### src/rtl/serial_pkg.sv
`default_nettype none
// ============================================================================
//  Module      : serial_pkg
//  Description : Shared types and default constants for the serial
//                transmitter: the transmit FSM state encoding and the
//                default payload width / bit-period divider.
//  Revision    : 1.0 - initial release
// ============================================================================
package serial_pkg;

    // Transmit FSM states. IDLE must stay the all-zero encoding so that a
    // cleared state register is a safe idle line.
    typedef enum logic [1:0] {
        IDLE  = 2'd0,
        START = 2'd1,
        DATA  = 2'd2,
        STOP  = 2'd3
    } tx_state_t;

    localparam int DEFAULT_DATA_W  = 8;
    localparam int DEFAULT_CLK_DIV = 868;

endpackage
`default_nettype wire

### src/rtl/bit_order.sv
`default_nettype none
// ============================================================================
//  Module      : bit_order
//  Description : Purely combinational optional bit reversal of a word.
//                out = reverse ? {data[0], data[1], ..., data[DATA_W-1]}
//                              : data
//  Ports       : data    [DATA_W] in  - word to reorder
//                reverse [1]      in  - 1 = mirror the bit order
//                out     [DATA_W] out - reordered word
//  Revision    : 1.0 - initial release
// ============================================================================
module bit_order #(
    parameter int DATA_W = 8
) (
    input  logic [DATA_W-1:0] data,
    input  logic              reverse,
    output logic [DATA_W-1:0] out
);

    logic [DATA_W-1:0] mirrored;

    for (genvar i = 0; i < DATA_W; i++) begin : g_rev
        assign mirrored[i] = data[DATA_W-1-i];
    end

    assign out = reverse ? mirrored : data;

endmodule
`default_nettype wire

### src/rtl/serial_tx_ordered.sv
`default_nettype none
// ============================================================================
//  Module      : serial_tx_ordered
//  Description : Serial transmitter with selectable bit order. A one-cycle
//                trigger in IDLE latches data_in (mirrored when big_endian=1)
//                and sends it LSB-first from the shift register, each bit
//                held CLK_DIV cycles, optionally framed by a start bit (0)
//                and a stop bit (1).
//  Parameters  : DATA_W  - payload bits per frame (2..32)
//                CLK_DIV - clk_in cycles per serial bit (2..65535)
//                FRAMED  - 1 = start + payload + stop, 0 = payload only
//  Ports       : clk_in     in   - system clock, rising edge
//                rst_in     in   - asynchronous active-high reset
//                trigger    in   - one-cycle send request (ignored if busy)
//                data_in    in   - payload, sampled in the accepting cycle
//                big_endian in   - 1 = MSB first, 0 = LSB first
//                data_out   out  - serial line, idles high
//                busy       out  - high while a frame is in progress
//                done       out  - one-cycle pulse in first IDLE cycle after
//                                  a completed frame
//  Revision    : 1.0 - initial release
// ============================================================================
module serial_tx_ordered
    import serial_pkg::*;
#(
    parameter int DATA_W  = DEFAULT_DATA_W,
    parameter int CLK_DIV = DEFAULT_CLK_DIV,
    parameter int FRAMED  = 1
) (
    input  logic              clk_in,
    input  logic              rst_in,
    input  logic              trigger,
    input  logic [DATA_W-1:0] data_in,
    input  logic              big_endian,
    output logic              data_out,
    output logic              busy,
    output logic              done
);

    // ------------------------------------------------------------------
    // Parameter legality
    // ------------------------------------------------------------------
    if (DATA_W < 2 || DATA_W > 32) begin : g_bad_data_w
        $error("serial_tx_ordered: DATA_W must lie in 2..32");
    end
    if (CLK_DIV < 2 || CLK_DIV > 65535) begin : g_bad_clk_div
        $error("serial_tx_ordered: CLK_DIV must lie in 2..65535");
    end

    localparam int DIV_W = $clog2(CLK_DIV);
    localparam int BIT_W = $clog2(DATA_W + 1);

    localparam logic [DIV_W-1:0] DIV_LAST = DIV_W'(CLK_DIV - 1);
    localparam logic [BIT_W-1:0] BIT_LAST = BIT_W'(DATA_W - 1);

    // ------------------------------------------------------------------
    // State and next-state signals
    // ------------------------------------------------------------------
    tx_state_t         state,    state_nx;
    logic [DATA_W-1:0] shreg,    shreg_nx;
    logic [DIV_W-1:0]  div_cnt,  div_nx;
    logic [BIT_W-1:0]  bit_cnt,  bit_nx;
    logic              dout_nx;
    logic              busy_nx;
    logic              done_nx;

    logic [DATA_W-1:0] ordered;

    // Big-endian frames are mirrored at load time so that the datapath only
    // ever shifts out LSB-first.
    bit_order #(
        .DATA_W (DATA_W)
    ) u_bit_order (
        .data    (data_in),
        .reverse (big_endian),
        .out     (ordered)
    );

    // ------------------------------------------------------------------
    // State register. The serial outputs are registered here as well so
    // that nothing reaches a port combinationally from an input.
    // ------------------------------------------------------------------
    always_ff @(posedge clk_in or posedge rst_in) begin
        if (rst_in) begin
            state    <= IDLE;
            shreg    <= '0;
            div_cnt  <= '0;
            bit_cnt  <= '0;
            data_out <= 1'b1;
            busy     <= 1'b0;
            done     <= 1'b0;
        end else begin
            state    <= state_nx;
            shreg    <= shreg_nx;
            div_cnt  <= div_nx;
            bit_cnt  <= bit_nx;
            data_out <= dout_nx;
            busy     <= busy_nx;
            done     <= done_nx;
        end
    end

    // ------------------------------------------------------------------
    // Next-state and next-output logic.
    // The value computed for data_out is the bit that will be on the line
    // during the *next* cycle, so each transition loads the bit that the
    // new state presents. bit_cnt counts payload bits still to follow the
    // one currently on the line.
    // ------------------------------------------------------------------
    always_comb begin
        state_nx = state;
        shreg_nx = shreg;
        div_nx   = div_cnt;
        bit_nx   = bit_cnt;
        dout_nx  = data_out;
        busy_nx  = busy;
        done_nx  = 1'b0;

        case (state)
            IDLE: begin
                dout_nx = 1'b1;
                if (trigger) begin
                    busy_nx = 1'b1;
                    div_nx  = DIV_LAST;
                    if (FRAMED != 0) begin
                        state_nx = START;
                        shreg_nx = ordered;
                        dout_nx  = 1'b0;
                    end else begin
                        // No start bit: the first payload bit goes out
                        // straight away.
                        state_nx = DATA;
                        shreg_nx = ordered >> 1;
                        dout_nx  = ordered[0];
                        bit_nx   = BIT_LAST;
                    end
                end
            end

            START: begin
                if (div_cnt == '0) begin
                    state_nx = DATA;
                    div_nx   = DIV_LAST;
                    dout_nx  = shreg[0];
                    shreg_nx = shreg >> 1;
                    bit_nx   = BIT_LAST;
                end else begin
                    div_nx = div_cnt - 1'b1;
                end
            end

            DATA: begin
                if (div_cnt == '0) begin
                    div_nx = DIV_LAST;
                    if (bit_cnt == '0) begin
                        dout_nx = 1'b1;
                        if (FRAMED != 0) begin
                            state_nx = STOP;
                        end else begin
                            state_nx = IDLE;
                            busy_nx  = 1'b0;
                            done_nx  = 1'b1;
                        end
                    end else begin
                        dout_nx  = shreg[0];
                        shreg_nx = shreg >> 1;
                        bit_nx   = bit_cnt - 1'b1;
                    end
                end else begin
                    div_nx = div_cnt - 1'b1;
                end
            end

            STOP: begin
                if (div_cnt == '0) begin
                    state_nx = IDLE;
                    dout_nx  = 1'b1;
                    busy_nx  = 1'b0;
                    done_nx  = 1'b1;
                end else begin
                    div_nx = div_cnt - 1'b1;
                end
            end

            default: begin
                state_nx = IDLE;
                dout_nx  = 1'b1;
                busy_nx  = 1'b0;
            end
        endcase
    end

endmodule
`default_nettype wire

### config.mk
export PLATFORM = sky130hd
export DESIGN_NAME = serial_tx_ordered
export DESIGN_NICKNAME = d
export VERILOG_FILES = /design/src/rtl/serial_pkg.sv /design/src/rtl/bit_order.sv /design/src/rtl/serial_tx_ordered.sv
export SDC_FILE = /design/constraint.sdc
export NUM_CORES = 1
export LEC_CHECK = 0
export CORE_MARGIN = 2
export CORE_UTILIZATION = 40
export DETAILED_ROUTE_END_ITERATION = 12
export GPL_TIMING_DRIVEN = 0
export PLACE_DENSITY = 0.67
export SETUP_SLACK_MARGIN = 0.3
export SYNTH_ARGS = -nofsm -noshare
export SYNTH_HDL_FRONTEND = slang
export SYNTH_HIERARCHICAL = 1
export SYNTH_SLANG_ARGS = --single-unit
### constraint.sdc
create_clock -name clk_in -period 2.3 [get_ports clk_in]
set_clock_uncertainty 0.2 [all_clocks]
set_input_delay 0.46 -clock clk_in [delete_from_list [all_inputs] [get_ports clk_in]]
set_output_delay 0.46 -clock clk_in [all_outputs]
set_load 0.005 [all_outputs]
After elaboration in Yosys (flattened, before gate mapping). Index checks and enable logic that the tools add are counted.

Bits in read-only memories: 0. Bits in registers: 27. Memory bits (writable): 0. Word-level logic and storage cells: 63. Bits in latches: 0. Memories kept: 0. Bits of input ports: 12. Output and inout port bits: 3.

Mux-type cells: 31. Order comparisons: 0. Equality and inequality tests: 10. $mul: 0. Shift-type cells: 0. Div/mod/pow operators: 0. Bitwise operators: 0. Reductions and logical operators: 13. Add/subtract/negate cells: 2.

Operators by type and width (number): 2-to-1 mux 8 bit (5); 2-to-1 mux 10 bit (3); case mux 10 bit (3 select lines) (1); case mux 8 bit (3 select lines) (1); != test 2 bit (second input constant) (7); 2-to-1 mux 4 bit (3); logical NOT 10 bit (1); 2-to-1 mux 2 bit (5); AND reduction 5 bit (2); subtractor 10 x 1 -> 10 bit (second input constant) (1); 2-to-1 mux 1 bit (9); case mux 2 bit (4 select lines) (1); case mux 4 bit (2 select lines) (1); AND reduction 3 bit (2); equality test 2 bit (second input constant) (2); logical NOT 4 bit (1); case mux 1 bit (4 select lines) (1); AND reduction 4 bit (1); nonzero test 2 bit (2); subtractor 4 x 1 -> 4 bit (second input constant) (1); nonzero test 3 bit (1); equality test 2 x 1 -> 1 bit (second input constant) (1); logical NOT 2 bit (1); case mux 1 bit (2 select lines) (1); other kinds (2) (2).

Depth between registers and ports, before layout. Gate-level depths: netlist (run 1).

Word-level depth: 4. Mapped depth: 8. Mapped depth without buffers: 7.

Modules after synthesis. Netlist (run 1), hierarchy kept.

Modules (own cells, without submodules): serial_tx_ordered (instances 1, area an instance 1635.3 um^2, sequential area each 676.9 um^2, cells each 164); bit_order (instances 1, area an instance 131.4 um^2, sequential area each 0.0 um^2, cells each 9).

Worst setup path before layout (run 1). No wires, ideal clock.

Path kind: flip-flop to flip-flop. From: register div_cnt[4]. To: register state[1]. Data required time: 1.975 ns. Data arrival time: 1.717 ns. Cell stages (with the launch flop): 6. Buffers on the path: 0. Period minus slack after synthesis: 2.041 ns. Path slack: 0.259 ns. Library setup time: 0.125 ns. Path through: dfrtp_1 -> nor4_4 -> nand3_2 -> a21oi_2 -> o21a_1 -> mux2_2.

Cells in the longest elaborated chain, start to end: 3. Elaborated cells on any way between the ends: 5. Classes of those cells: eq/ne: 3; reduce/logical: 2.

RTL lines: start, declared (RTL line serial_tx_ordered.sv:61) `logic [DIV_W-1:0] div_cnt, div_nx;`; start signal, assigned (RTL line serial_tx_ordered.sv:95) `div_cnt <= div_nx;`; logical NOT 10 bit * (RTL line serial_tx_ordered.sv:141, serial_tx_ordered.sv:153, serial_tx_ordered.sv:175); != test 2 bit (no line); AND reduction 5 bit (no line) *; end signal, assigned (RTL line serial_tx_ordered.sv:93) `state <= state_nx;`; end, declared (RTL line serial_tx_ordered.sv:59) `tx_state_t state, state_nx;`.

Every way passes the cells marked *; elsewhere a longest branch is shown, timed or not. A chain may end at the register's enable or synchronous reset.

Worst setup path after layout (run 1).
From: register div_cnt[2]. To: register div_cnt[8].

Cells in the longest elaborated chain, start to end: 3. Elaborated cells on any way between the ends: 7. Classes of those cells: add/sub: 1; eq/ne: 1; mux: 3; reduce/logical: 2.

RTL lines: subtractor 10 x 1 -> 10 bit / logical NOT 10 bit (equally long branches); 2-to-1 mux 10 bit (tied with other cells) (RTL line serial_tx_ordered.sv:175) `if (div_cnt == '0) begin`; case mux 10 bit (3 select lines) / AND reduction 2 bit (equally long branches).

Several ways; a longest one is shown, not always the timed one. The select of a mux whose other input is x is not followed.

==> out/summary.txt, run 1 <==
DR vias/cell -> 5.45
Most frequent cells in the layout -> dfrtp_1, buf_4, nand2_1, clkdlybuf4s50_1
MaxCap Viol Count -> 0
Reg-to-reg setup timing slack -> 0.23 ns
DRT Pass-1 Iters -> 4
Dpl cells -> 238
Leakage -> 0.000981 uW
Status -> completed
Hold Slack -> 0.296 ns
Worst Hold Class -> reg -> reg
Max FO, Critical Path -> 5
Die W -> 70.5 um
Nets -> 229
WHS Path Cells -> 2
Final worst path period need -> 2.07 ns
Crit Path Class -> reg -> reg
Startpoint of the worst hold path -> shreg[4]
Syn Nets -> 192
Vias in the first global route -> 1,376
Pre-CTS setup slack -> 0.0217 ns
GRT Residual Overflow -> 0
Setup crit end kind -> flip-flop
Number of diodes -> 0
Final core occ -> 53.3%
Initial Util -> 41.1%
RSZ-0062 raised after global routing -> yes
Layout cells sized above 1 -> 33.0%
Clk slew on worst S/H paths -> 0.09 ns
Synthesized area -> 1770 sq um
Power Dens Cells -> 1470 nW/um^2
Via count -> 1,422
CTS buffer count -> 3
Synth async-reset ratio -> 100%
Top Ports -> 15
Setup ws final -> 0.227 ns
Total Routing Usage GR -> 15.3%
Setup TNS -> 0 ns
Core box area -> 4290 sq um
Register area share after synthesis -> 38.3%
Yosys reg bits -> 27
Slew HR -> 31.9%
Iteration-0 DRC Markers -> 77
Crit path DAT -> 2.09 ns
Reg2reg start -> div_cnt[2]
Layout area overhead -> 29.5%
H-tree levels -> 1
Routed WL -> 3620 um
WL/cell -> 13.9 um
Skew-Pair Late Insertion Delay -> 0.27 ns
TritonCTS clock tree -> done
Cells after Synth -> 173
Crit path launch type -> flip-flop
EDFF count, synth -> 0
Final Non-Filler Cells -> 261
Post-DP HPWL -> 2360 um
Largest net degree at the start of global routing -> 28
Die Ht -> 70.5 um
Longest Clk Path Bufs -> 2
Antenna-violating nets left -> 0
Rows -> 24
Clock sinks -> 27
Die area -> 4960 sq um
Root Buffer -> clkbuf_8
Worst EP required -> 2.31 ns
Reg-to-reg endpoint -> div_cnt[8]
Delay of the slowest cell on the worst path -> 0.46 ns
Drc violations -> 0
R2R cell count -> 6
First-pass GRT wire length -> 6180 um
GP Congestion -> 0.762
Critical path, cell by cell -> nor4_4 -> buf_4 -> a21o_1 -> a21oi_1 -> a311oi_1 -> o22a_1
CTS Hold Bufs -> 0
Fin crit share -> 90.1%
I/O Buffers -> 13
Setup violations, final -> 0
Max stage delay cell, worst path -> dfrtp_2
Hold Fails Final Rpt -> 0
Leading cell type in the layout, fill and taps excluded -> dfrtp_1
IR drop worst, VDD -> 681 uV
Synth Flop Type -> dfrtp_1
Synth Area per Inst -> 10.2 sq um
Hold worst-path end -> shreg[4]
Ys Warns -> 6
Slew @ Worst Pin -> 1.02 ns
Fin. max-slew vios -> 0
Synth cell types -> 48
Initial antenna violation count -> 0
Max Freq -> 482 MHz
timing repair:
item / CTS / global route
endpoints found under the hold margin: 0 / 0
cloned: 0 / 2
buffers inserted: 4 / 13
gates resized for setup: 8 / 33
setup endpoints to repair: 25 / 24
pin swaps: 2 / 14
layer usage:
metal | track usage, % | routed length, um | up-vias
met5 | 0 | 0 | -
met3 | 1.88 | 74 | 4
li1 | - | - | 702
met2 | 24.7 | 1790 | 24
met1 | 20.8 | 1710 | 692
met4 | 5.98 | 48 | 0
worst max-delay path: cells and delay by family, from the launching register on:
| family | cells | cell delay (ns) |
|---|---|---|
| buffers and inverters | 1 | 0.23 |
| and+or+nand+nor | 1 | 0.40 |
| AOI/OAI and AO/OA | 4 | 0.72 |
| DFF | 1 | 0.46 |
flip-flops by register name, summed over array words and instances (netlist names):
signal and count:
div_cnt 10, busy 1, data_out 1, bit_cnt 4, shreg 8, done 1, state 2
Yosys cell counts (3+ instances only):
library cell / n / area, sq um
inv_1: 11 / 41.3
mux2_4: 8 / 120
buf_6: 3 / 33.8
nor2_1: 13 / 48.8
clkbuf_1: 3 / 11.3
nand3_1: 3 / 15.0
o22a_1: 4 / 35.0
a41oi_1: 3 / 26.3
mux2i_1: 7 / 70.1
dfrtp_1: 26 / 651
xor2_1: 4 / 35.0
nand2_1: 15 / 56.3
o21ai_0: 11 / 55.1
ha_1: 7 / 87.6
a21oi_1: 12 / 60.1
nor3b_1: 3 / 22.5
cell families after synthesis:
kind of cell / share of synthesized area, %
AND/OR/NAND/NOR: 16.4
flip-flops: 38.3
AO/OA/AOI/OAI: 20.0
multiplexers: 12.0
buffers and inverters: 6.30
XOR/XNOR: 1.98
adder cells (fa/ha/maj): 4.96
power breakdown:
part | switching (uW) | internal (uW)
clock network | 147 | 124
logic | 1120 | 1120
registers | 180 | 677
cell type report:
class / count / area, sq um
clock buffers: 4 / 45.0
repair buffers: 31 / 273
multi-input cells: 128 / 1090
well taps: 52 / 65.1
fillers: 375 / 2010
flip-flops and latches: 27 / 682
inverters: 11 / 41.3
plain buffers: 8 / 87.6
per-stage QoR:
step,total power [uW],instance area [sq um]
final,3370,2290
after global routing,3680,2290
after CTS,2990,2080
after global placement,2570,1970
after floorplan,2240,1770
after detailed placement,2590,1970
worst max-delay path by stage:
stage | start | endpoint | slack (ns) | cells past startpoint
6_report | div_cnt[2] | div_cnt[8] | 0.23 | 6
5_1_grt | div_cnt[2] | div_cnt[8] | 0.09 | 6
4_1_cts | div_cnt[7] | state[1] | 0.18 | 5
3_5_place_dp | div_cnt[5] | state[1] | 0.02 | 5
3_3_place_gp | div_cnt[5] | state[1] | 0.03 | 5
2_1_floorplan | div_cnt[5] | state[1] | 0.28 | 5
Power figures use the tool's default switching activity.
==> run 2: changes to the inputs <==
--- a/constraint.sdc
+++ b/constraint.sdc
@@ -3,3 +3,3 @@
 set_input_delay 0.46 -clock clk_in [delete_from_list [all_inputs] [get_ports clk_in]]
 set_output_delay 0.46 -clock clk_in [all_outputs]
-set_load 0.005 [all_outputs]
+set_load 0.1 [all_outputs]
==> run 2 against run 1 <==
Against the previous run:
- flip-flop and latch count did not move
- count of clock-buffer cells in the layout did not move
- critical endpoint is now state[1]
- largest cell class unchanged
- final cell count grew 1.1%
==> out/summary.txt, run 2 (same netlist as run 1, synthesis figures left out) <==
Initial Util -> 41.1%
Max stage delay cell, worst path -> dfrtp_1
Crit path launch type -> flip-flop
Antenna-violating nets left -> 0
Critical path, cell by cell -> buf_4 -> ha_1 -> or2_2 -> a21oi_4 -> o21a_1 -> mux2_4
Reg2reg start -> state[0]
Startpoint of the worst hold path -> shreg[3]
Delay of the slowest cell on the worst path -> 0.42 ns
Most frequent cells in the layout -> buf_4, dfrtp_1, nand2_1, inv_1, a21oi_1
Hold Fails Final Rpt -> 0
Power Dens Cells -> 1480 nW/um^2
Max Freq -> 493 MHz
Nets -> 232
Initial antenna violation count -> 0
I/O Buffers -> 13
Core box area -> 4290 sq um
Top Ports -> 15
Rows -> 24
Longest Clk Path Bufs -> 2
Post-DP HPWL -> 2360 um
Hold worst-path end -> shreg[3]
Setup crit end kind -> flip-flop
Max FO, Critical Path -> 3
Drc violations -> 0
Biggest regs -> div_cnt: 10 flops, shreg: 8 flops, bit_cnt: 4 flops
Slew HR -> 31.8%
Crit path DAT -> 2.00 ns
R2R cell count -> 6
CTS buffer count -> 3
Root Buffer -> clkbuf_8
Clock sinks -> 27
CTS Hold Bufs -> 0
Die W -> 70.5 um
Worst EP required -> 2.27 ns
MaxCap Viol Count -> 0
TritonCTS clock tree -> done
GRT Residual Overflow -> 0
DR vias/cell -> 5.44
Die Ht -> 70.5 um
Setup violations, final -> 0
Die area -> 4960 sq um
WHS Path Cells -> 2
Clk slew on worst S/H paths -> 0.09 ns
Reg-to-reg setup timing slack -> 0.27 ns
Total Routing Usage GR -> 16.2%
DRT Pass-1 Iters -> 4
First-pass GRT wire length -> 6500 um
Largest net degree at the start of global routing -> 28
Fin. max-slew vios -> 0
Final core occ -> 53.9%
Number of flip-flops in the largest register -> 10
Total power -> 3420 uW
Reg-to-reg endpoint -> state[1]
Setup TNS -> 0 ns
Number of diodes -> 0
Leakage -> 0.00100 uW
Slew @ Worst Pin -> 1.02 ns
Routed WL -> 3710 um
Layout area overhead -> 30.9%
Status -> completed
Fin crit share -> 88.2%
H-tree levels -> 1
GP Congestion -> 0.762
Vias in the first global route -> 1,442
WL/cell -> 14.0 um
Worst Hold Class -> reg -> reg
RSZ-0062 raised after global routing -> yes
Skew-Pair Late Insertion Delay -> 0.27 ns
Iteration-0 DRC Markers -> 120
Final worst path period need -> 2.03 ns
Layout cells sized above 1 -> 35.8%
Crit Path Class -> reg -> reg
IR drop worst, VDD -> 742 uV
Top reg by flops -> div_cnt
Via count -> 1,435
run 2: repair_timing:
item / in CTS / in global routing
gates resized for setup: 22 / 25
gates cloned: 1 / 0
buffers inserted: 12 / 9
endpoints found under the setup margin: 28 / 26
pin swaps: 5 / 11
run 2: area by class of cell:
type                    count  area (sq um)
plain buffers               8          86.3
clock buffers               4          45.0
fillers                   369          1980
inverters                  11          41.3
multi-input cells         128          1110
flip-flops and latches     27           682
well taps                  52          65.1
repair buffers             34           285
run 2: critical path, delay by kind of cell, from the launching register on:
family / cells / cell delay, ns
fa+ha+maj: 1 / 0.23
mux: 1 / 0.31
simple gates: 1 / 0.31
flops: 1 / 0.42
compound gates: 2 / 0.31
buf+inv: 1 / 0.15
run 2: worst max path at each step:
stage               end  cells past startpoint  startpoint  slack [ns]
3_3_place_gp   data_out                      1    data_out        0.01
5_1_grt        state[1]                      6  div_cnt[7]        0.19
4_1_cts        data_out                      1    data_out        0.28
2_1_floorplan  state[1]                      5  div_cnt[5]        0.28
6_report       state[1]                      6    state[0]        0.27
3_5_place_dp   data_out                      1    data_out        0.01
run 2: routing by layer:
metal / vias up / global-route usage (%) / part of all wire, %
met5: - / 0 / 0
met4: 0 / 6.20 / 1.6
met3: 8 / 1.88 / 2.7
met2: 31 / 27.1 / 51
met1: 691 / 21.4 / 45
li1: 705 / - / -
run 2: metrics by stage:
step                      hold slack, ns  setup WS [ns]  cells  cell area (sq um)
after CTS                          0.297          0.276    255               2180
after detailed placement           0.275        0.00964    238               1970
after global routing               0.339          0.190    264               2310
final                              0.295          0.271    264               2310
after global placement             0.266         0.0148    238               1970
after floorplan                    0.248          0.283    173               1770
run 2: where the power goes:
group	internal, uW	leakage [uW]	total, uW	switching [uW]
Combinational	1100	0.000663	2290	1180
Clock	124	0.0000228	272	147
Sequential	675	0.000318	857	182
Total	1900	0.00100	3420	1510
==> RTL edit (settings of run 1) <==
Set the parameter `FRAMED` to 0 (it was 1). Comments in the files are not updated.
--- a/src/rtl/serial_tx_ordered.sv
+++ b/src/rtl/serial_tx_ordered.sv
@@ -25,7 +25,7 @@
 #(
     parameter int DATA_W  = DEFAULT_DATA_W,
     parameter int CLK_DIV = DEFAULT_CLK_DIV,
-    parameter int FRAMED  = 1
+    parameter int FRAMED  = 0
 ) (
     input  logic              clk_in,
     input  logic              rst_in,
Behaviour: not the same (a bounded check fails within 4 cycles, from zero or initial values and one cycle with rst_in high).
==> RTL edit against run 1 <==
Synthesized cell count fell by 22%; worst setup slack improved by 0.042 ns; cell area shrank 21%; utilization down 0.29 points; wire length is 11% lower; sequential cell count decreased by 3; area after synthesis shrank 17%.
Power is not compared: it rests on default switching activity, and its combinational part moved more than twofold at a synthesized area within 25%.
==> RTL edit: results (changes against run 1) <==
* Dpl cells at 193 (was 238)
* Buffers on Ports at 12 (was 13)
* Placed cell area at 1650 um^2 (was 1970 um^2)
* TritonCTS Buffers at 3 (unchanged)
* Area Overhead vs Synth at 24.0% (was 29.5%)
* Vias in the first global route at 1,186 (was 1,376)
* Clk_lat worst skew at 0.33 ns (was 0.27 ns)
* Top-area cell type share of the netlist area at 39.4% (was 36.8%)
* VDD IR max at about 350 uV
* CTS max path bufs at 2 (unchanged)
* Post-DP HPWL at 2.18 mm (was 2.36 mm)
* CP max FO at 8 (was 5)
* Area contributors post-synth: dfrtp_1, mux2_4, mux2_2 (was dfrtp_1, mux2_4, ha_1)
* Status: finished clean (unchanged)
* Crit path DAT at 2.04 ns (was 2.09 ns)
* Avg Cell Area, Syn at 10.8 um^2 (was 10.2 um^2)
* Hold Path Class: in2reg (was reg2reg)
* Initial drt markers at 79 (was 77)
* Post-synth top cells: dfrtp_1, mux2_4, nor2_1, nor3_1, mux2_2 (was dfrtp_1, nand2_1, nor2_1, a21oi_1)
* Drt pass-1 iters at 4 (unchanged)
* Distinct cells, synth at 40 (was 48)
* Root Buffer: clkbuf_4 (was clkbuf_8)
* H-tree depth at 1 (unchanged)
* # nets final at 177 (was 229)
* Syn nets at 149 (was 192)
* Final Non-Filler Cells at 208 (was 261)
* Post-synthesis sequential area ratio at 41.2% (was 38.3%)
* Vias/cell at 5.61 (was 5.45)
* Post-DR wirelength/cell at 15.5 um (was 13.9 um)
* Top Registers: div_cnt: 10 flops, shreg: 7 flops, bit_cnt: 4 flops (was div_cnt: 10 flops, shreg: 8 flops, bit_cnt: 4 flops)
* Pre-CTS WS at 0.0989 ns (was 0.0217 ns)
* Ys Warns at 6 (unchanged)
* Worst slew margin at 38.6% (was 31.9%)
* First-pass GRT wire length at 5.47 mm (was 6.18 mm)
* Largest net degree at the start of global routing at 25 (was 28)
* Layout cells sized above 1 at 37.0% (was 33.0%)
* Clock-pin slew on the worst setup and hold paths at 0.14 ns (was 0.09 ns)
* Filler Cells Inserted at 318 (was 375)
* Total GRT Usage at 16.8% (was 15.3%)
* Initial antenna violation count at 0 (unchanged)
* Gpl congestion at 0.850 (was 0.762)
[RTL edit: changes by cell type after synthesis, moves of 3 or more]
| cell | run 1 | this run |
|---|---|---|
| nand2_1 | 15 | 7 |
| a21oi_1 | 12 | 5 |
| nor3_1 | 2 | 9 |
| mux2_2 | 2 | 8 |
| mux2_4 | 8 | 14 |
| ha_1 | 7 | 2 |
| mux2i_1 | 7 | 2 |
| inv_1 | 11 | 7 |
| nor2_1 | 13 | 9 |
| o21ai_0 | 11 | 7 |
| xor2_1 | 4 | 0 |
| a41oi_1 | 3 | 0 |
| dfrtp_1 | 26 | 23 |
| o22a_1 | 4 | 1 |
[RTL edit: layer usage]
layer / global-route usage [%] / part of all wire (%)
met1: 19.4 / 43
met5: 0 / 0
met4: 3.99 / 0.84
met3: 3.99 / 5.4
met2: 31.4 / 51
[RTL edit: area by class of cell]
type                            count  share of cell area, %
Multi-Input combinational cell     97                   46.4
Sequential cell                    24                   33.4
Timing Repair Buffer               23                   11.3
Tap cell                           46                   3.18
Buffer                              6                   2.56
Inverter                            8                   1.66
Clock buffer                        4                   1.45
[RTL edit: cells by family after synthesis]
| logic type | Yosys count | share of synthesized area, % |
|---|---|---|
| flip-flops | 24 | 41.2 |
| multiplexers | 24 | 21.9 |
| AND/OR/NAND/NOR | 43 | 17.0 |
| AO/OA/AOI/OAI | 28 | 13.5 |
| buffers and inverters | 14 | 4.71 |
| adder cells (fa/ha/maj) | 2 | 1.71 |
[RTL edit: repair_timing]
item                       4_1_cts  5_1_grt
gates cloned                     0        0
setup endpoints to repair       13       15
setup buffers                    7        4
hold buffers                     0        0
gates resized for setup         10       10
pin swaps                        3        1
[RTL edit: worst paths after layout]
kind	cells after the start	start	slack, ns	endpoint
setup / recovery	6	div_cnt[1]	0.27	shreg[5]
hold / removal	3	trigger	0.28	bit_cnt[1]
setup reg to reg	6	div_cnt[1]	0.27	shreg[5]
hold reg to reg	2	data_out	0.28	data_out
max in group asynchronous	2	rst_in	0.86	div_cnt[2]
min in group asynchronous	2	rst_in	0.42	div_cnt[0]
[RTL edit: power groups by stage]
| stage | Combinational [uW] | Clock [uW] | Sequential [uW] |
|---|---|---|---|
| finish | 534 | 198 | 658 |
| global route | 594 | 224 | 676 |
| CTS | 507 | 205 | 654 |
| detailed placement | 384 | 0 | 677 |
| global placement | 368 | 0 | 667 |
| floorplan | 303 | 0 | 641 |
[RTL edit: worst max-delay path, cell delays in order, from the launching register on]
cell and delay (ns):
dfrtp_1 0.42, inv_2 0.08, ha_4 0.14, nor4b_4 0.23, nor4b_4 0.33, o21bai_4 0.18, mux2_4 0.34
